**config.mk**
```make
export PLATFORM = sky130hd
export DESIGN_NAME = hazard_stall_unit_flat
export DESIGN_NICKNAME = d
export VERILOG_FILES = /design/src/rtl/pipeline_pkg.sv /design/src/rtl/hazard_stall_unit_if.sv /design/src/rtl/mdu_tracker.sv /design/src/rtl/hazard_stall_unit.sv /design/src/flat_wrapper.sv
export SDC_FILE = /design/constraint.sdc
export NUM_CORES = 1
export LEC_CHECK = 0
export CAP_MARGIN = 20
export CORE_MARGIN = 4
export CORE_UTILIZATION = 25
export DETAILED_ROUTE_END_ITERATION = 8
export PLACE_DENSITY = 0.59
export SYNTH_ARGS = -nofsm -noshare
export SYNTH_HDL_FRONTEND = slang
export SYNTH_SLANG_ARGS = --single-unit
```
**constraint.sdc**
```tcl
create_clock -name clk -period 1.7 [get_ports clk]
set_clock_uncertainty 0.1 [all_clocks]
set_input_delay 0.34 -clock clk [delete_from_list [all_inputs] [get_ports clk]]
set_output_delay 0.34 -clock clk [all_outputs]
set_load 0.05 [all_outputs]
```
**src/rtl/pipeline_pkg.sv**
```systemverilog
// Shared pipeline types: register index type, zero register, MDU state
// encoding and the interlock debug snapshot.
package pipeline_pkg;

    localparam int REG_W = 5;

    typedef logic [REG_W-1:0] reg_idx_t;

    localparam reg_idx_t REG_ZERO = 5'd0;

    typedef enum logic {
        IDLE = 1'b0,
        BUSY = 1'b1
    } mdu_state_e;

    // Internal state of the interlock, visible for observation and debug.
    typedef struct packed {
        mdu_state_e mduState;
        logic       ldValid;
        reg_idx_t   ldWs;
    } hazard_dbg_t;

    // True when the register can carry a dependency (r0 never does).
    function automatic logic regLive(input reg_idx_t idx);
        return idx != REG_ZERO;
    endfunction

endpackage

```
**src/rtl/hazard_stall_unit_if.sv**
```systemverilog
// Decode-slot description into the interlock and its stall/status results.
//
// Handshake: this is a level interface, not a valid/ready channel. The
// decode instruction is taken by the pipeline in a cycle where id_valid is
// high, stall is low and flush is low; while stall is high the producer
// must hold the same instruction on the bus.
interface hazard_stall_unit_if;
    import pipeline_pkg::*;

    logic        id_valid;
    reg_idx_t    rs;
    reg_idx_t    rt;
    logic        re1;
    logic        re2;
    reg_idx_t    id_ws;
    logic        id_we;
    logic        id_is_load;
    logic        id_is_mdu;
    logic        flush;
    logic        stall;
    logic        mdu_busy;
    reg_idx_t    mdu_ws;
    hazard_dbg_t dbg;

    // Decode side: presents the instruction, observes the interlock.
    modport master (
        output id_valid, rs, rt, re1, re2, id_ws, id_we, id_is_load,
               id_is_mdu, flush,
        input  stall, mdu_busy, mdu_ws, dbg
    );

    // Interlock side.
    modport slave (
        input  id_valid, rs, rt, re1, re2, id_ws, id_we, id_is_load,
               id_is_mdu, flush,
        output stall, mdu_busy, mdu_ws, dbg
    );

endinterface

```
**src/rtl/mdu_tracker.sv**
```systemverilog
// Tracks the single outstanding multi-cycle MDU operation: busy window,
// remaining cycles and destination register.
module mdu_tracker
    import pipeline_pkg::*;
#(
    parameter int MDU_LATENCY = 4,
    parameter int CNT_W       = 3
) (
    input  logic       clk,
    input  logic       rst,
    input  logic       start,
    input  reg_idx_t   startWs,
    output logic       busy,
    output reg_idx_t   ws,
    output mdu_state_e state
);

    localparam logic [CNT_W-1:0] CNT_LOAD = CNT_W'(MDU_LATENCY - 1);

    mdu_state_e       stateQ;
    mdu_state_e       stateNext;
    logic [CNT_W-1:0] cntQ;
    logic [CNT_W-1:0] cntNext;
    reg_idx_t         wsQ;
    reg_idx_t         wsNext;

    // State, countdown and destination registers; reset abandons any op.
    always_ff @(posedge clk) begin
        if (rst) begin
            stateQ <= IDLE;
            cntQ   <= '0;
            wsQ    <= REG_ZERO;
        end else begin
            stateQ <= stateNext;
            cntQ   <= cntNext;
            wsQ    <= wsNext;
        end
    end

    // Next state: start loads the countdown, BUSY counts down to zero.
    always_comb begin
        stateNext = stateQ;
        cntNext   = cntQ;
        wsNext    = wsQ;
        unique case (stateQ)
            IDLE: begin
                if (start) begin
                    stateNext = BUSY;
                    cntNext   = CNT_LOAD;
                    wsNext    = startWs;
                end
            end
            BUSY: begin
                if (cntQ == '0) begin
                    stateNext = IDLE;
                    wsNext    = REG_ZERO;
                end else begin
                    cntNext = cntQ - 1'b1;
                end
            end
            default: begin
                stateNext = IDLE;
                cntNext   = '0;
                wsNext    = REG_ZERO;
            end
        endcase
    end

    assign busy  = (stateQ == BUSY);
    assign ws    = wsQ;
    assign state = stateQ;

endmodule

```
**src/rtl/hazard_stall_unit.sv**
```systemverilog
// Issue-stage interlock: stalls decode on load-use and on MDU RAW, WAW and
// structural hazards. Everything else is left to the forwarding selectors.
module hazard_stall_unit
    import pipeline_pkg::*;
#(
    parameter int MDU_LATENCY = 4,
    parameter int CNT_W       = 3
) (
    input logic                 clk,
    input logic                 rst,
    hazard_stall_unit_if.slave  bus
);

    logic       accept;
    logic       ldValid;
    reg_idx_t   ldWs;
    logic       mduBusy;
    reg_idx_t   mduWs;
    mdu_state_e mduState;
    logic       loadUse;
    logic       mduRaw;
    logic       mduWaw;
    logic       mduStruct;
    logic       stallInt;

    assign accept = bus.id_valid & ~stallInt & ~bus.flush;

    // Load one stage ahead; any non-accept cycle drops it so a bubble never
    // re-triggers the interlock.
    always_ff @(posedge clk) begin
        if (rst) begin
            ldValid <= 1'b0;
            ldWs    <= REG_ZERO;
        end else begin
            ldValid <= accept & bus.id_is_load & bus.id_we & regLive(bus.id_ws);
            ldWs    <= bus.id_ws;
        end
    end

    mdu_tracker #(
        .MDU_LATENCY (MDU_LATENCY),
        .CNT_W       (CNT_W)
    ) u_mdu_tracker (
        .clk     (clk),
        .rst     (rst),
        .start   (accept & bus.id_is_mdu),
        .startWs (bus.id_we ? bus.id_ws : REG_ZERO),
        .busy    (mduBusy),
        .ws      (mduWs),
        .state   (mduState)
    );

    // Hazard terms; all are ORed without priority and squashed by flush.
    always_comb begin
        loadUse   = ldValid & ((bus.re1 & (bus.rs == ldWs)) |
                               (bus.re2 & (bus.rt == ldWs)));
        mduRaw    = mduBusy & regLive(mduWs) &
                    ((bus.re1 & (bus.rs == mduWs)) |
                     (bus.re2 & (bus.rt == mduWs)));
        mduWaw    = mduBusy & bus.id_we & (bus.id_ws == mduWs) & regLive(mduWs);
        mduStruct = mduBusy & bus.id_is_mdu;
        stallInt  = bus.id_valid & ~bus.flush &
                    (loadUse | mduRaw | mduWaw | mduStruct);
    end

    assign bus.stall         = stallInt;
    assign bus.mdu_busy      = mduBusy;
    assign bus.mdu_ws        = mduWs;
    assign bus.dbg.mduState  = mduState;
    assign bus.dbg.ldValid   = ldValid;
    assign bus.dbg.ldWs      = ldWs;

endmodule

```
**src/flat_wrapper.sv**
```systemverilog
// flat-port wrapper written by rule: the top's interface ports become plain ports
module hazard_stall_unit_flat import pipeline_pkg::*;
#(
    parameter int MDU_LATENCY = 4,
    parameter int CNT_W       = 3
)
  (clk, rst, bus_id_valid, bus_rs, bus_rt, bus_re1, bus_re2, bus_id_ws, bus_id_we, bus_id_is_load, bus_id_is_mdu, bus_flush, bus_stall, bus_mdu_busy, bus_mdu_ws, bus_dbg);
  hazard_stall_unit_if bus_i ();
  input logic clk;
  input logic rst;
  input wire logic [$bits(bus_i.id_valid)-1:0] bus_id_valid;
  input wire logic [$bits(bus_i.rs)-1:0] bus_rs;
  input wire logic [$bits(bus_i.rt)-1:0] bus_rt;
  input wire logic [$bits(bus_i.re1)-1:0] bus_re1;
  input wire logic [$bits(bus_i.re2)-1:0] bus_re2;
  input wire logic [$bits(bus_i.id_ws)-1:0] bus_id_ws;
  input wire logic [$bits(bus_i.id_we)-1:0] bus_id_we;
  input wire logic [$bits(bus_i.id_is_load)-1:0] bus_id_is_load;
  input wire logic [$bits(bus_i.id_is_mdu)-1:0] bus_id_is_mdu;
  input wire logic [$bits(bus_i.flush)-1:0] bus_flush;
  output wire logic [$bits(bus_i.stall)-1:0] bus_stall;
  output wire logic [$bits(bus_i.mdu_busy)-1:0] bus_mdu_busy;
  output wire logic [$bits(bus_i.mdu_ws)-1:0] bus_mdu_ws;
  output wire logic [$bits(bus_i.dbg)-1:0] bus_dbg;
  assign bus_i.id_valid = bus_id_valid;
  assign bus_i.rs = bus_rs;
  assign bus_i.rt = bus_rt;
  assign bus_i.re1 = bus_re1;
  assign bus_i.re2 = bus_re2;
  assign bus_i.id_ws = bus_id_ws;
  assign bus_i.id_we = bus_id_we;
  assign bus_i.id_is_load = bus_id_is_load;
  assign bus_i.id_is_mdu = bus_id_is_mdu;
  assign bus_i.flush = bus_flush;
  assign bus_stall = bus_i.stall;
  assign bus_mdu_busy = bus_i.mdu_busy;
  assign bus_mdu_ws = bus_i.mdu_ws;
  assign bus_dbg = bus_i.dbg;
  hazard_stall_unit #(.MDU_LATENCY(MDU_LATENCY), .CNT_W(CNT_W)) u_core (.clk(clk), .rst(rst), .bus(bus_i));
endmodule
```
==> flow_summary.json <==
{
  "run_status": "finished with violations",
  "violations": "negative setup slack",
  "worstMarginPinSlew_ns": 0.316,
  "p_leak_nw": 0.801,
  "rr_endpoint": "u_core.u_mdu_tracker.cntQ[1]",
  "netlist_area_um2": 948,
  "syn_inst": 104,
  "finalHoldViolations": 0,
  "drive_above_1_share": 0.514,
  "grt_max_degree": 9,
  "cts_buffers": 3,
  "dp_hpwl_um": 2540,
  "ff2ff_setup_slack_ns": 0.07,
  "final_cell_mix": "buf_4, buf_12, nand2_1",
  "crit_fanout": 3,
  "rsz0062_at_grt": "true",
  "cts_htree_levels": 1,
  "timing.rr.start": "u_core.ldWs[0]",
  "synthArstFlopShare": 0,
  "postRouteAntennaNets": 0,
  "synth_flop_cell": "dfxtp_1",
  "setup_viol": 1,
  "cts_root_buf": "clkbuf_8",
  "wl_per_cell_um": 13.9,
  "yosys_warnings": 0,
  "fin_crit_sh": 1.31,
  "first_iter_violations": 23,
  "setup.worst_path.end_class": "output pin",
  "die_height_um": 69.6,
  "yosys.area.top_type": "dfxtp_1",
  "grt_pass1_wl_um": 5240,
  "fin_util": 0.517,
  "gp_congestion": 0.831,
  "synth_area_leaders": "dfxtp_1, xnor2_1, xor2_1",
  "cts_buffer_depth": 2,
  "placed_area_um2": 1730,
  "synth-seq-area-share": 0.317,
  "synth_enable_flop_cells": 0,
  "drt-total-wl_um": 3080,
  "fp.coreArea_um2": 3660,
  "cts_tree": "built",
  "die_x_um": 69.6,
  "viasPerCell": 4.53,
  "io_buffers": 37,
  "layout_commonest_cell": "buf_4",
  "yosys_register_bits": 15,
  "synth_fp_nets": 130,
  "overflow": 0,
  "clkLatencyLatePin_ns": 0.25,
  "ir_worst_vdd_mv": 0.326,
  "grt_pass1_vias": 1112,
  "synth_top_area_share": 0.317,
  "drv_slew": 0,
  "rr_worst_depth": 7,
  "ys_types": 29,
  "io_pins": 38,
  "report.power.total_w": 0.000970,
  "hold-path-cell-count": 1,
  "row_count": 22,
  "slew_headroom": 0.789,
  "clkSinkCount": 15,
  "area_growth_pct": 99.6,
  "fmax_mhz": 449,
  "power_density_nw_per_um2": 512,
  "first_pass_iters": 2,
  "hold_end": "u_core.u_mdu_tracker.cntQ[1]",
  "critPathArrivalTime_ns": 1.79,
  "initial_core_util": 0.259,
  "clk_pin_slew_ns": 0.06,
  "worst_slack_ns": -0.528,
  "max_cap_violations": 0,
  "avgSynthCellArea_um2": 9.12,
  "grt.total_usage": 0.135,
  "fin_area_um2": 1890,
  "num_antenna_cells": 0,
  "antenna_found_initial": 0,
  "die_area_um2": 4840,
  "drc": 0,
  "criticalPathCategory": "reg -> out",
  "crit_required_ns": 1.26,
  "period_needed_ns": 2.23,
  "nets": 200,
  "min_path_type": "reg -> reg",
  "min_from": "u_core.u_mdu_tracker.cntQ[1]",
  "vias": 1001,
  "fillers": 341,
  "start_kind": "register"
}
==> timing repair <==
action / CTS / global route
setup buffers: 2 / 3
pin swaps: 14 / 25
hold buffers: 0 / 0
gates resized for setup: 26 / 31
cloned: 0 / 0
setup endpoints to repair: 11 / 10
==> power breakdown <==
part	leakage, nW	switching, W	internal [W]
registers	0.130	0.0000191	0.000356
clock network	0.0228	0.000123	0.000166
logic	0.648	0.000138	0.000168
total	0.801	0.000280	0.000690
==> final cells by class <==
cell class	instances	area [um^2]	share of cell area
timing repair buffer	68	694	0.367
inverter	4	15.0	0.00793
sequential	15	339	0.179
clock buffer	4	45.0	0.0238
tap	48	60.1	0.0317
multi-input combinational	82	739	0.391
==> synthesized netlist by cell type, drive strengths merged, types with 2 or more instances <==
cell type	instances
xnor2	13
nand4	2
dfxtp	15
mux2i	5
ha	2
xor2	12
or4	3
a21oi	4
buf	2
inv	4
nand3	5
nor4	4
nor2b	7
o31a	2
o21ai	2
nand2	11
==> worst max-delay path: stages (launching register included) <==
cell and delay [ns]:
dfxtp_4 0.34, buf_6 0.12, xor2_2 0.17, nor4_2 0.22, nand3_1 0.13, a31o_4 0.27, a21oi_4 0.15, buf_12 0.15
==> per-layer routing <==
| layer | track usage | part of all wire | up-vias |
|---|---|---|---|
| met5 | 0 | 0 | - |
| met4 | 0.0629 | 0.017 | 0 |
| met3 | 0.0319 | 0.050 | 6 |
| met2 | 0.252 | 0.56 | 34 |
| met1 | 0.139 | 0.38 | 465 |
| li1 | - | - | 496 |
==> sequential cells by signal (all words and copies together) (netlist names) <==
name / flops
u_core.ldWs: 5
u_core.u_mdu_tracker.ws: 5
u_core.u_mdu_tracker.cntQ: 3
u_core.ldValid: 1
u_core.u_mdu_tracker.busy: 1
==> how the worst max path moves through the flow <==
stage                                    start   endpoint  slack [ns]  cells after the start
floorplan           u_core.u_mdu_tracker.ws[0]  bus_stall       -0.24                      5
global placement                  bus_id_ws[0]  bus_stall       -0.71                      7
detailed placement                bus_id_ws[0]  bus_stall       -0.73                      7
CTS                 u_core.u_mdu_tracker.ws[3]  bus_stall       -0.55                      6
global route        u_core.u_mdu_tracker.ws[3]  bus_stall       -0.59                      7
finish              u_core.u_mdu_tracker.ws[3]  bus_stall       -0.53                      7
==> stage by stage <==
step / std cells / hold slack, ns / worst slack, ns / TNS, ns
floorplan: 104 / 0.359 / -0.236 / -0.236
global placement: 213 / 0.367 / -0.713 / -4.48
detailed placement: 213 / 0.373 / -0.730 / -4.72
CTS: 219 / 0.387 / -0.554 / -0.752
global route: 221 / 0.417 / -0.588 / -0.597
finish: 221 / 0.386 / -0.528 / -0.528
==> cells by family after synthesis <==
kind of cell | count (synthesis) | synth area share
AND/OR/NAND/NOR | 37 | 0.237
XOR/XNOR | 25 | 0.231
flip-flops | 15 | 0.317
AO/OA/AOI/OAI | 13 | 0.100
buffers and inverters | 7 | 0.0356
multiplexers | 5 | 0.0528
adder cells (fa/ha/maj) | 2 | 0.0264
Note: power is estimated with default switching activity, not from simulation.
